## config.mk

```make
export PLATFORM = sky130hd
export DESIGN_NAME = atm_controller
export DESIGN_NICKNAME = d
export VERILOG_FILES = /design/src/rtl/atm_controller.sv
export SDC_FILE = /design/constraint.sdc
export NUM_CORES = 1
export LEC_CHECK = 0
export CORE_ASPECT_RATIO = 0.8
export CORE_UTILIZATION = 53
export CTS_CLUSTER_DIAMETER = 60
export DETAILED_ROUTE_END_ITERATION = 16
export PLACE_DENSITY = 0.84
export SLEW_MARGIN = 20
export SYNTH_ARGS = -nofsm -noshare
export SYNTH_HDL_FRONTEND = slang
export SYNTH_SLANG_ARGS = --single-unit
```

## constraint.sdc

```tcl
create_clock -name Clk -period 5.94 [get_ports Clk]
set_input_delay 0.891 -clock Clk [delete_from_list [all_inputs] [get_ports Clk]]
set_output_delay 0.891 -clock Clk [all_outputs]
set_load 0.02 [all_outputs]
```

## src/rtl/atm_controller.sv

```systemverilog
// ATM transaction controller: card insertion, 4-digit BCD PIN check with lockout,
// then one deposit or withdrawal against an internal 64-bit balance.
module atm_controller #(
    parameter logic [63:0] BALANCE_INIT = 64'd0,
    parameter int unsigned MAX_INTENTOS = 3
) (
    input  logic        Clk,
    input  logic        Reset,
    input  logic        TARJETA_RECIBIDA,
    input  logic [15:0] PIN,
    input  logic [3:0]  DIGITO,
    input  logic        DIGITO_STB,
    input  logic        TIPO_TRANS,
    input  logic        TIPO_STB,
    input  logic [31:0] MONTO,
    input  logic        MONTO_STB,
    output logic        BALANCE_ACTUALIZADO,
    output logic        ENTREGAR_DINERO,
    output logic        FONDOS_INSUFICIENTES,
    output logic        PIN_INCORRECTO,
    output logic        ADVERTENCIA,
    output logic        BLOQUEO,
    output logic [63:0] BALANCE
);

    localparam logic [3:0] MAX_ATT  = 4'(MAX_INTENTOS);
    localparam logic [3:0] WARN_ATT = 4'(MAX_INTENTOS - 1);

    typedef enum logic [2:0] {
        S_IDLE, S_PIN, S_TIPO, S_MONTO, S_FIN, S_BLOQ
    } state_t;

    state_t      state, state_d;
    logic        dig_stb_q, dig_stb_qq, tipo_stb_q, tipo_stb_qq, monto_stb_q, monto_stb_qq;
    logic [3:0]  dig_q;
    logic        tipo_q, tipo_sel, tipo_sel_d;
    logic [31:0] monto_q;
    logic [15:0] shift, shift_d;
    logic [1:0]  dig_cnt, dig_cnt_d;
    logic [3:0]  att, att_d;
    logic [63:0] bal_d;
    logic        upd_d, ent_d, fon_d, pin_d, adv_d, blq_d;
    logic        dig_ev, tipo_ev, monto_ev;
    logic [15:0] pin_full;
    logic [3:0]  att_inc;
    logic [63:0] monto_ext;

    assign dig_ev    = dig_stb_q & ~dig_stb_qq;
    assign tipo_ev   = tipo_stb_q & ~tipo_stb_qq;
    assign monto_ev  = monto_stb_q & ~monto_stb_qq;
    assign pin_full  = {shift[11:0], dig_q};
    assign att_inc   = att + 4'd1;
    assign monto_ext = {32'b0, monto_q};

    always_ff @(posedge Clk or posedge Reset) begin
        if (Reset) begin
            state                <= S_IDLE;
            dig_stb_q            <= 1'b0;
            dig_stb_qq           <= 1'b0;
            tipo_stb_q           <= 1'b0;
            tipo_stb_qq          <= 1'b0;
            monto_stb_q          <= 1'b0;
            monto_stb_qq         <= 1'b0;
            dig_q                <= '0;
            tipo_q               <= 1'b0;
            monto_q              <= '0;
            tipo_sel             <= 1'b0;
            shift                <= '0;
            dig_cnt              <= '0;
            att                  <= '0;
            BALANCE              <= BALANCE_INIT;
            BALANCE_ACTUALIZADO  <= 1'b0;
            ENTREGAR_DINERO      <= 1'b0;
            FONDOS_INSUFICIENTES <= 1'b0;
            PIN_INCORRECTO       <= 1'b0;
            ADVERTENCIA          <= 1'b0;
            BLOQUEO              <= 1'b0;
        end else begin
            state                <= state_d;
            dig_stb_q            <= DIGITO_STB;
            dig_stb_qq           <= dig_stb_q;
            tipo_stb_q           <= TIPO_STB;
            tipo_stb_qq          <= tipo_stb_q;
            monto_stb_q          <= MONTO_STB;
            monto_stb_qq         <= monto_stb_q;
            dig_q                <= DIGITO;
            tipo_q               <= TIPO_TRANS;
            monto_q              <= MONTO;
            tipo_sel             <= tipo_sel_d;
            shift                <= shift_d;
            dig_cnt              <= dig_cnt_d;
            att                  <= att_d;
            BALANCE              <= bal_d;
            BALANCE_ACTUALIZADO  <= upd_d;
            ENTREGAR_DINERO      <= ent_d;
            FONDOS_INSUFICIENTES <= fon_d;
            PIN_INCORRECTO       <= pin_d;
            ADVERTENCIA          <= adv_d;
            BLOQUEO              <= blq_d;
        end
    end

    always_comb begin
        state_d    = state;
        shift_d    = shift;
        dig_cnt_d  = dig_cnt;
        att_d      = att;
        bal_d      = BALANCE;
        tipo_sel_d = tipo_sel;
        upd_d      = 1'b0;
        ent_d      = 1'b0;
        fon_d      = 1'b0;
        pin_d      = 1'b0;
        blq_d      = BLOQUEO;

        // Card removal takes priority over any strobe edge seen in the same cycle.
        if (state != S_BLOQ && !TARJETA_RECIBIDA) begin
            state_d   = S_IDLE;
            dig_cnt_d = '0;
            att_d     = '0;
        end else begin
            case (state)
                S_IDLE: begin
                    state_d   = S_PIN;
                    dig_cnt_d = '0;
                    shift_d   = '0;
                end
                S_PIN: begin
                    if (dig_ev) begin
                        shift_d   = pin_full;
                        dig_cnt_d = dig_cnt + 2'd1;
                        if (dig_cnt == 2'd3) begin
                            if (pin_full == PIN) begin
                                att_d   = '0;
                                state_d = S_TIPO;
                            end else begin
                                pin_d = 1'b1;
                                att_d = att_inc;
                                if (att_inc == MAX_ATT) begin
                                    state_d = S_BLOQ;
                                    blq_d   = 1'b1;
                                end
                            end
                        end
                    end
                end
                S_TIPO: begin
                    if (tipo_ev) begin
                        tipo_sel_d = tipo_q;
                        state_d    = S_MONTO;
                    end
                end
                S_MONTO: begin
                    if (monto_ev) begin
                        state_d = S_FIN;
                        if (!tipo_sel) begin
                            bal_d = BALANCE + monto_ext;
                            upd_d = 1'b1;
                        end else if (monto_ext <= BALANCE) begin
                            bal_d = BALANCE - monto_ext;
                            upd_d = 1'b1;
                            ent_d = 1'b1;
                        end else begin
                            fon_d = 1'b1;
                        end
                    end
                end
                S_FIN, S_BLOQ: ;
                default: state_d = S_IDLE;
            endcase
        end

        adv_d = (att_d == WARN_ATT) && (state_d != S_BLOQ);
    end

endmodule

```

After elaboration in Yosys (flattened, before gate mapping):

Index checks and enable logic that the tools add are counted.
Widths: inputs -> output; s select.

* add/subtract/negate cells: 4
* reduce and logical (&&, ||, !) cells: 12
* divide/modulo/power cells: 0
* shifts and indexed selects: 0
* mux-type cells: 39
* equality and inequality tests: 14
* bitwise operators: 8
* multiply operators: 0
* $lt $le $gt $ge: 1

Operators by type and width (number)
* $mux 64: 2
* $add 64x32->64: 1
* $le 32x64->1: 1
* $sub 64x32->64: 1
* $pmux 12 s2: 1
* $mux 3: 7
* $mux 4: 5
* $mux 1: 19
* $eq 16x16->1: 1
* $pmux 3 s5: 1
* $mux 12: 1
* $ne 3x3->1 const B: 3
* $eq 4x2->1 const B: 2
* $eq 3x2->1 const B: 2
* $eq 3x3->1 const B: 2
* $reduce_and 3->1: 2
* $reduce_and 6->1: 1
* $not 1->1: 5
* $add 4x1->4 const B: 1
* $mux 2: 2
* $pmux 2 s2: 1
* $reduce_and 4->1: 1
* $and 1x1->1: 3
* $eq 3x1->1 const B: 1
* 11 further kinds: 12

* memories kept: 0
* RAM bits: 0
* register bits: 135
* bits in latches: 0
* output and inout bits: 70
* memory bits (read-only): 0

Depth between registers and ports, before layout:

Gate-level depths: netlist of run 1.

* word-level depth: 10
* mapped depth: 13
* depth with buffers taken out: 13

Worst setup path after synthesis of run 1:

OpenSTA, ideal clock, no wires.

* kind: flip-flop to flip-flop
* from: register BALANCE[25]
* to: register BALANCE[36]
* setup slack: 2836 ps
* period minus slack after synthesis: 3104 ps
* cell stages (with the launch flop): 11
* data arrival time: 3024 ps
* data required time: 5860 ps
* path through: dfrtp_1 -> ha_1 -> or4_1 -> or3_1 -> a21oi_1 -> o32ai_1 -> o21ai_1 -> a41oi_2 -> or4b_1 -> a21oi_1 -> xor2_1

* longest elaborated chain between the ends: 3
* elaborated cells between the ends (all ways): 7
* those cells by class: add/sub (2); order compare (1); eq/ne (1); mux (2); reduce/logical (1)

Ends and longest elaborated chain
* start: declaration: line 23 `output logic [63:0] BALANCE`
* start signal: assignment: line 93 `BALANCE <= bal_d;`
* $le 32x64->1 or $sub 64x32->64 (tied branches): line 159, 160
* $ne 2x1->1 (no line) or $mux 64 (tied branches)
* $reduce_and 4->1 (no line) or $mux 64 (tied branches)

Parallel ways exist; a longest one is shown, timed or not. The select of a mux whose other input is x is not followed.
A chain may end at the register's enable or synchronous reset.

Final worst setup path of run 1:

* from: register BALANCE[0]
* to: register BALANCE[51]

Same word-level chain as after synthesis.

==> reports/qor.txt, run 1 <==
Gate power share - 10.3%
Worst IR Drop VDD - 0.168 mV
Final setup fails - 0
Number of synthesized flops with an enable pin - 0
Hold Path Sink - tipo_stb_qq
Sw Share - 27.7%
Reg clk slew, reported paths - 70 ps
Die height - 124 um
Worst R2R Path Depth - 13
Final Skew - 9.18 ps
Area growth from synthesis to layout - 20.2%
WS Path Type - reg -> reg
Initial drt markers - 1050
Clock Path Buffers - 2
Synthesis Warnings - 0
First-pass GRT wire length - 46900 um
Initial core utilization - 54.4%
DRC Markers - 0
Per-cell routed wire length - 19.1 um
Placed cell count - 1508
Max Slew Vio Count - 0
Top FF cell, synth - dfrtp_1
Synth top area cells - dfrtp_1, ha_1, xnor2_1
Final period util - 69.2%
Vias - 9802
# rows - 44
Pwr Density - 195 mW/mm2
Worst reg2reg endpoint - BALANCE[51]
DP Wirelength - 21600 um
Gp weighted congestion - 0.991
Count of different cell masters after synthesis - 73
Sequential power share - 41.4%
Worst Hold Class - reg -> reg
Hold depth - 0
Register Area - 0.00338 mm2
F_max - 243 MHz
Clock latency on the worst-skew pair - 430 ps
Area occupied by multi-input gates - 0.00597 mm2
P_int - 1.67 mW
Net Count, Synth - 1332
Remaining antenna violation count after routing - 0
CTS tree - done
Fillers - 1533
Core Util, Final - 65.4%
DIE WIDTH - 155 um
Worst-Margin Slew - 1080 ps
Top cell type by total area after synthesis - dfrtp_1
GRT Resource Usage Total - 31.2%
Unrepaired setup endpoints after global routing - no
Syn_area_per_cell - 8.20 um2
Reg2reg start - BALANCE[0]
Final cell count without fillers - 1540
Final nets - 1425
Sequential area share after synthesis - 34.2%
Count of boundary I/O pins - 129
Initial antenna violation count - 0
GR Overflow Total - 0
Flop-to-flop setup slack - 1830 ps
Synth Cell Area - 0.00988 mm2
Die ar. - 0.0192 mm2
Yosys reg bits - 135
N_diodes - 0
Post-Synthesis Cells - 1204
Max cap viols - 0
Cts repair resizes - 0
Share of cells above drive strength 1 - 4.50%
Final Hold Vio Count - 0
Post-synth top area share - 34.2%
Pleak - 5.27 nW
Largest net degree at the start of global routing - 95
PortBufs - 128
Clock power share - 48.3%
Tmin final - 4110 ps
Switch Pwr - 0.641 mW
Via density per instance - 6.36
Final worst slack - 1830 ps
Worst EP required - 6250 ps
Setup crit end kind - flip-flop
H-tree Lvls - 4
Crit start category - flip-flop
CTS sink cnt - 135
Max-slew headroom - 26.3%
# hold bufs at CTS - 0
Final setup TNS - 0 ps
TritonRoute pass-1 iters - 8
CTS Buf Count - 17
CP max FO - 51
Post-synth ARST share - 100%
Vias in the first global route - 8874
Post-CTS setup buffers - 0
Count leader, synth - dfrtp_1
Root Buffer - clkbuf_16
Min-delay src - tipo_stb_q
Synth cell count leaders - dfrtp_1, nand2_1, a21oi_1, o21ai_0, nor2_1
WL final - 29400 um
Status - complete, no violations
CP arrival - 4420 ps
DP Worst Slack - 1900 ps
Core area - 0.0182 mm2
## flip-flops by register name, indices dropped and copies added (netlist names), 2 cells and up
register and count:
dig_cnt 2, shift 12, BALANCE 64, att 4, monto_q 32, state 3
dig_q 4
## cell families (layout without fill, tap and decap cells)
logic type	Yosys count	count (layout)	synth area share, %
flops	135	135	34.2
compound gates	327	327	21.1
fa+ha+maj	69	69	8.89
buf+inv	138	244	5.37
xor+xnor	79	79	7.01
simple gates	450	450	22.8
mux	6	6	0.621
## per-stage QoR
step                      hold WS (ps)  area (um2)  power, mW
after detailed placement           373       11300       1.21
after floorplan                    353        9880       1.12
after global routing               393       11900       2.39
after CTS                          391       11900       2.32
after global placement             369       11300       1.20
final                              389       11900       2.32
## placed cells by master (no fill, tap or decap), drive strengths merged, types with 6 or more instances in the layout
cell	count
dfrtp	135
clkdlybuf4s50	128
nand2	123
a21oi	97
o21ai	91
nor2	89
inv	84
ha	67
xnor2	61
nand3	48
nor3	42
nand4	35
nor4	24
nor2b	18
xor2	18
clkbuf	17
and3	15
o31ai	14
o211ai	12
or3	11
a21o	10
o21a	10
nand2b	9
a31oi	9
o21bai	8
and2	7
a211oi	7
buf	7
a221oi	7
a2111oi	6
clkinv	6
## worst max-delay path, stage by stage, from the launching register on
cell and delay [ps]:
dfrtp_1 410, inv_1 60, ha_1 230, fa_1 400, nand2b_1 170, a21oi_1 290, nor3_1 120, o21ai_0 250
o211a_1 230, o31ai_4 90, buf_4 270, nor4_1 970, o21ai_0 280, xnor2_1 200
## power by group through the flow
stage / clock [mW] / combinational, mW / sequential (mW)
after floorplan: 0 / 0.152 / 0.971
after global placement: 0 / 0.229 / 0.975
after detailed placement: 0 / 0.232 / 0.976
after CTS: 1.13 / 0.235 / 0.959
after global routing: 1.17 / 0.261 / 0.962
final: 1.12 / 0.238 / 0.959
## how the worst max path moves through the flow
stage | cells after the start | to | from
2_1_floorplan | 1 | ADVERTENCIA | Reset
3_3_place_gp | 11 | BALANCE[51] | BALANCE[13]
3_5_place_dp | 13 | BALANCE[51] | BALANCE[0]
4_1_cts | 13 | BALANCE[51] | BALANCE[0]
5_1_grt | 11 | BALANCE[51] | BALANCE[15]
6_report | 13 | BALANCE[51] | BALANCE[0]
## area by class of cell
type	instances	share of cell area (%)
well taps	230	2.42
inverters	77	2.48
flip-flops and latches	135	28.5
clock inverters	15	1.56
clock buffers	17	3.58
multi-input cells	931	50.3
repair buffers	135	11.2
## routing by layer
metal	global-route usage, %	routed length, um	up-vias	share of wire (%)
li1	-	-	4517	-
met1	44.8	13000	4593	44
met2	46.1	12400	624	42
met3	6.96	3240	68	11
met4	10.9	655	0	2.2
met5	0	0	-	0
No activity file was read; power rests on OpenSTA's default activity.
==> inputs of run 2 (changes only) <==
--- a/config.mk
+++ b/config.mk
@@ -6,10 +6,10 @@
 export NUM_CORES = 1
 export LEC_CHECK = 0
 export CORE_ASPECT_RATIO = 0.8
-export CORE_UTILIZATION = 53
+export CORE_UTILIZATION = 51
 export CTS_CLUSTER_DIAMETER = 60
 export DETAILED_ROUTE_END_ITERATION = 16
-export PLACE_DENSITY = 0.84
+export PLACE_DENSITY = 0.85
 export SLEW_MARGIN = 20
 export SYNTH_ARGS = -nofsm -noshare
 export SYNTH_HDL_FRONTEND = slang
==> constraint.sdc (replaced) <==
create_clock -name Clk -period 3.59 [get_ports Clk]
set_input_delay 0.5385 -clock Clk [delete_from_list [all_inputs] [get_ports Clk]]
set_output_delay 0.5385 -clock Clk [all_outputs]
set_load 0.02 [all_outputs]
==> reports/qor.txt, run 2 (same netlist as run 1, synthesis figures left out) <==
N_diodes - 0 (unchanged)
Area growth from synthesis to layout - 24.9%
Initial antenna violation count - 0 (unchanged)
Pleak - 5.51 nW (+4.6%)
Final period util - 94.7% (+25 points)
F_max - 294 MHz (+21%)
Reg clk slew, reported paths - 70 ps (about the same)
Crit start category - flip-flop
Via density per instance - 6.15 (-3.4%)
Final Skew - 11.7 ps (+2.55 ps)
Max cap viols - 0 (unchanged)
CP Cell Sequence - ha_1 -> buf_4 -> a21oi_1 -> o21ai_0 -> nor2_1 -> inv_1 -> o211a_1 -> o31ai_4 -> buf_4 -> o21ai_0
GR Overflow Total - 0 (unchanged)
Status - complete, no violations
Most frequent cells in the layout - dfrtp_1, clkdlybuf4s50_1, nand2_1
Placed cell count - 1591 (+5.5%)
Vias - 9983 (+1.8%)
WL final - 30800 um (+4.7%)
Uppermost layer routed - met4
Final setup fails - 0 (unchanged)
Core area - 0.0190 mm2 (+4.4%)
Worst EP required - 3880 ps (-2370 ps)
Final Hold Vio Count - 0 (unchanged)
Gp weighted congestion - 0.986 (-0.43%)
CP max stage delay - 480 ps (-490 ps)
Final nets - 1480 (+3.9%)
# rows - 45 (+2.3%)
Routed met1 length - 13500 um (+3.6%)
GRT Resource Usage Total - 31.8% (+0.62 points)
Initial core utilization - 52.1% (-2.3 points)
TritonRoute pass-1 iters - 8 (unchanged)
Commonest non-fill, non-tap cell in the layout - dfrtp_1
CTS Buf Count - 17 (unchanged)
Register Area - 0.00338 mm2 (unchanged)
CTS sink cnt - 135 (unchanged)
Routed wire length on met2 - 13400 um (+7.5%)
DIE WIDTH - 158 um (+1.9%)
CP max-delay cell - buf_4
PortBufs - 128 (unchanged)
Max-slew headroom - 48.3% (+22 points)
Final cell count without fillers - 1623 (+5.4%)
Per-cell routed wire length - 19.0 um (-0.62%)
Initial drt markers - 1171 (+12%)
Remaining antenna violation count after routing - 0 (unchanged)
H-tree Lvls - 4 (unchanged)
Worst-Margin Slew - 772 ps (-306 ps)
Worst Hold Class - reg -> reg
Die ar. - 0.0199 mm2 (+3.9%)
Setup crit end kind - flip-flop
Largest net degree at the start of global routing - 55 (-42%)
Total length of routed met3 wires - 3160 um (-2.7%)
DP Wirelength - 23300 um (+7.9%)
DRC Markers - 0 (unchanged)
Hold slack - 392 ps (+2.20 ps)
Max Slew Vio Count - 0 (unchanged)
Area occupied by multi-input gates - 0.00601 mm2 (+0.75%)
First-pass GRT wire length - 49900 um (+6.4%)
CP arrival - 3690 ps (-730 ps)
Clock Path Buffers - 2 (unchanged)
Vias in the first global route - 9551 (+7.6%)
Unrepaired setup endpoints after global routing - yes
Largest registers - BALANCE (64), monto_q (32), shift (12)
Pwr Density - 302 mW/mm2 (+55%)
Share of cells above drive strength 1 - 8.79% (+4.3 points)
CP max FO - 54 (+5.9%)
Clock latency on the worst-skew pair - 440 ps (about the same)
Root Buffer - clkbuf_16
Tmin final - 3400 ps (-712 ps)
Count of boundary I/O pins - 129 (unchanged)
Die height - 126 um (+1.9%)
Fillers - 1605 (+4.7%)
CTS tree - done
WS Path Type - reg -> reg
Largest Register - BALANCE
Max FFs per register - 64 (unchanged)
Worst IR Drop VDD - 0.209 mV (+24%)
run 2: cell types whose count changed in the layout (fill, tap and decap cells not counted), moves of 2 or more:
cell	delta
clkinvlp_4	+3
bufinv_16	-2
buf_4	+54
nor4_4	+2
run 2: power by group:
group          internal, mW  leakage, nW  switching, mW
registers              1.56         1.77         0.0295
clock network         0.932        0.276          0.785
logic                 0.181         3.46          0.245
total                  2.67         5.51           1.06
run 2: through the flow:
step                utilization [%]  worst slack [ps]  TNS, ps  power (mW)  instance area, um2
finish                         65.0               192        0        3.73               12300
global route                   65.0             -6.32    -14.0        3.87               12300
CTS                            64.8              54.8        0        3.75               12300
detailed placement             61.8              66.9        0        2.03               11700
global placement               61.8               226        0        2.02               11700
floorplan                         -               486        0        1.86                9880
run 2: critical path: cells and delay by family, from the launching register on:
family                   cells  cell delay, ps
AO/OA/AOI/OAI                5            1250
adder cells (fa/ha/maj)      1             440
buffers and inverters        3             790
flip-flops                   1             410
AND/OR/NAND/NOR              1             310
run 2: final timing paths:
kind / start / end / slack (ps) / cells after the start
max reg2reg: BALANCE[17] / BALANCE[23] / 190 / 10
min: tipo_stb_q / tipo_stb_qq / 390 / 0
min in group asynchronous: Reset / BALANCE[9] / 580 / 2
min reg2reg: tipo_stb_q / tipo_stb_qq / 390 / 0
max: BALANCE[17] / BALANCE[23] / 190 / 10
max in group asynchronous: Reset / tipo_sel / 2300 / 3
run 2: per-layer routing:
metal | up-vias | GRT usage [%]
met1 | 4695 | 45.4
met2 | 582 | 46.9
li1 | 4634 | -
met4 | 0 | 11.0
met3 | 72 | 7.58
met5 | - | 0
run 2: repair_timing:
action / CTS / global route
setup endpoints to repair: 0 / 17
endpoints found under the hold margin: 0 / 0
buffers inserted: 0 / 0
resized for setup: 0 / 10
hold buffers: 0 / 0
run 2: layout make-up:
class,instances,share of cell area (%)
Clock buffer,18,3.56
Tap cell,258,2.62
Clock inverter,14,1.05
Timing Repair Buffer,190,14.3
Multi-Input combinational cell,931,48.7
Inverter,77,2.37
Sequential cell,135,27.4
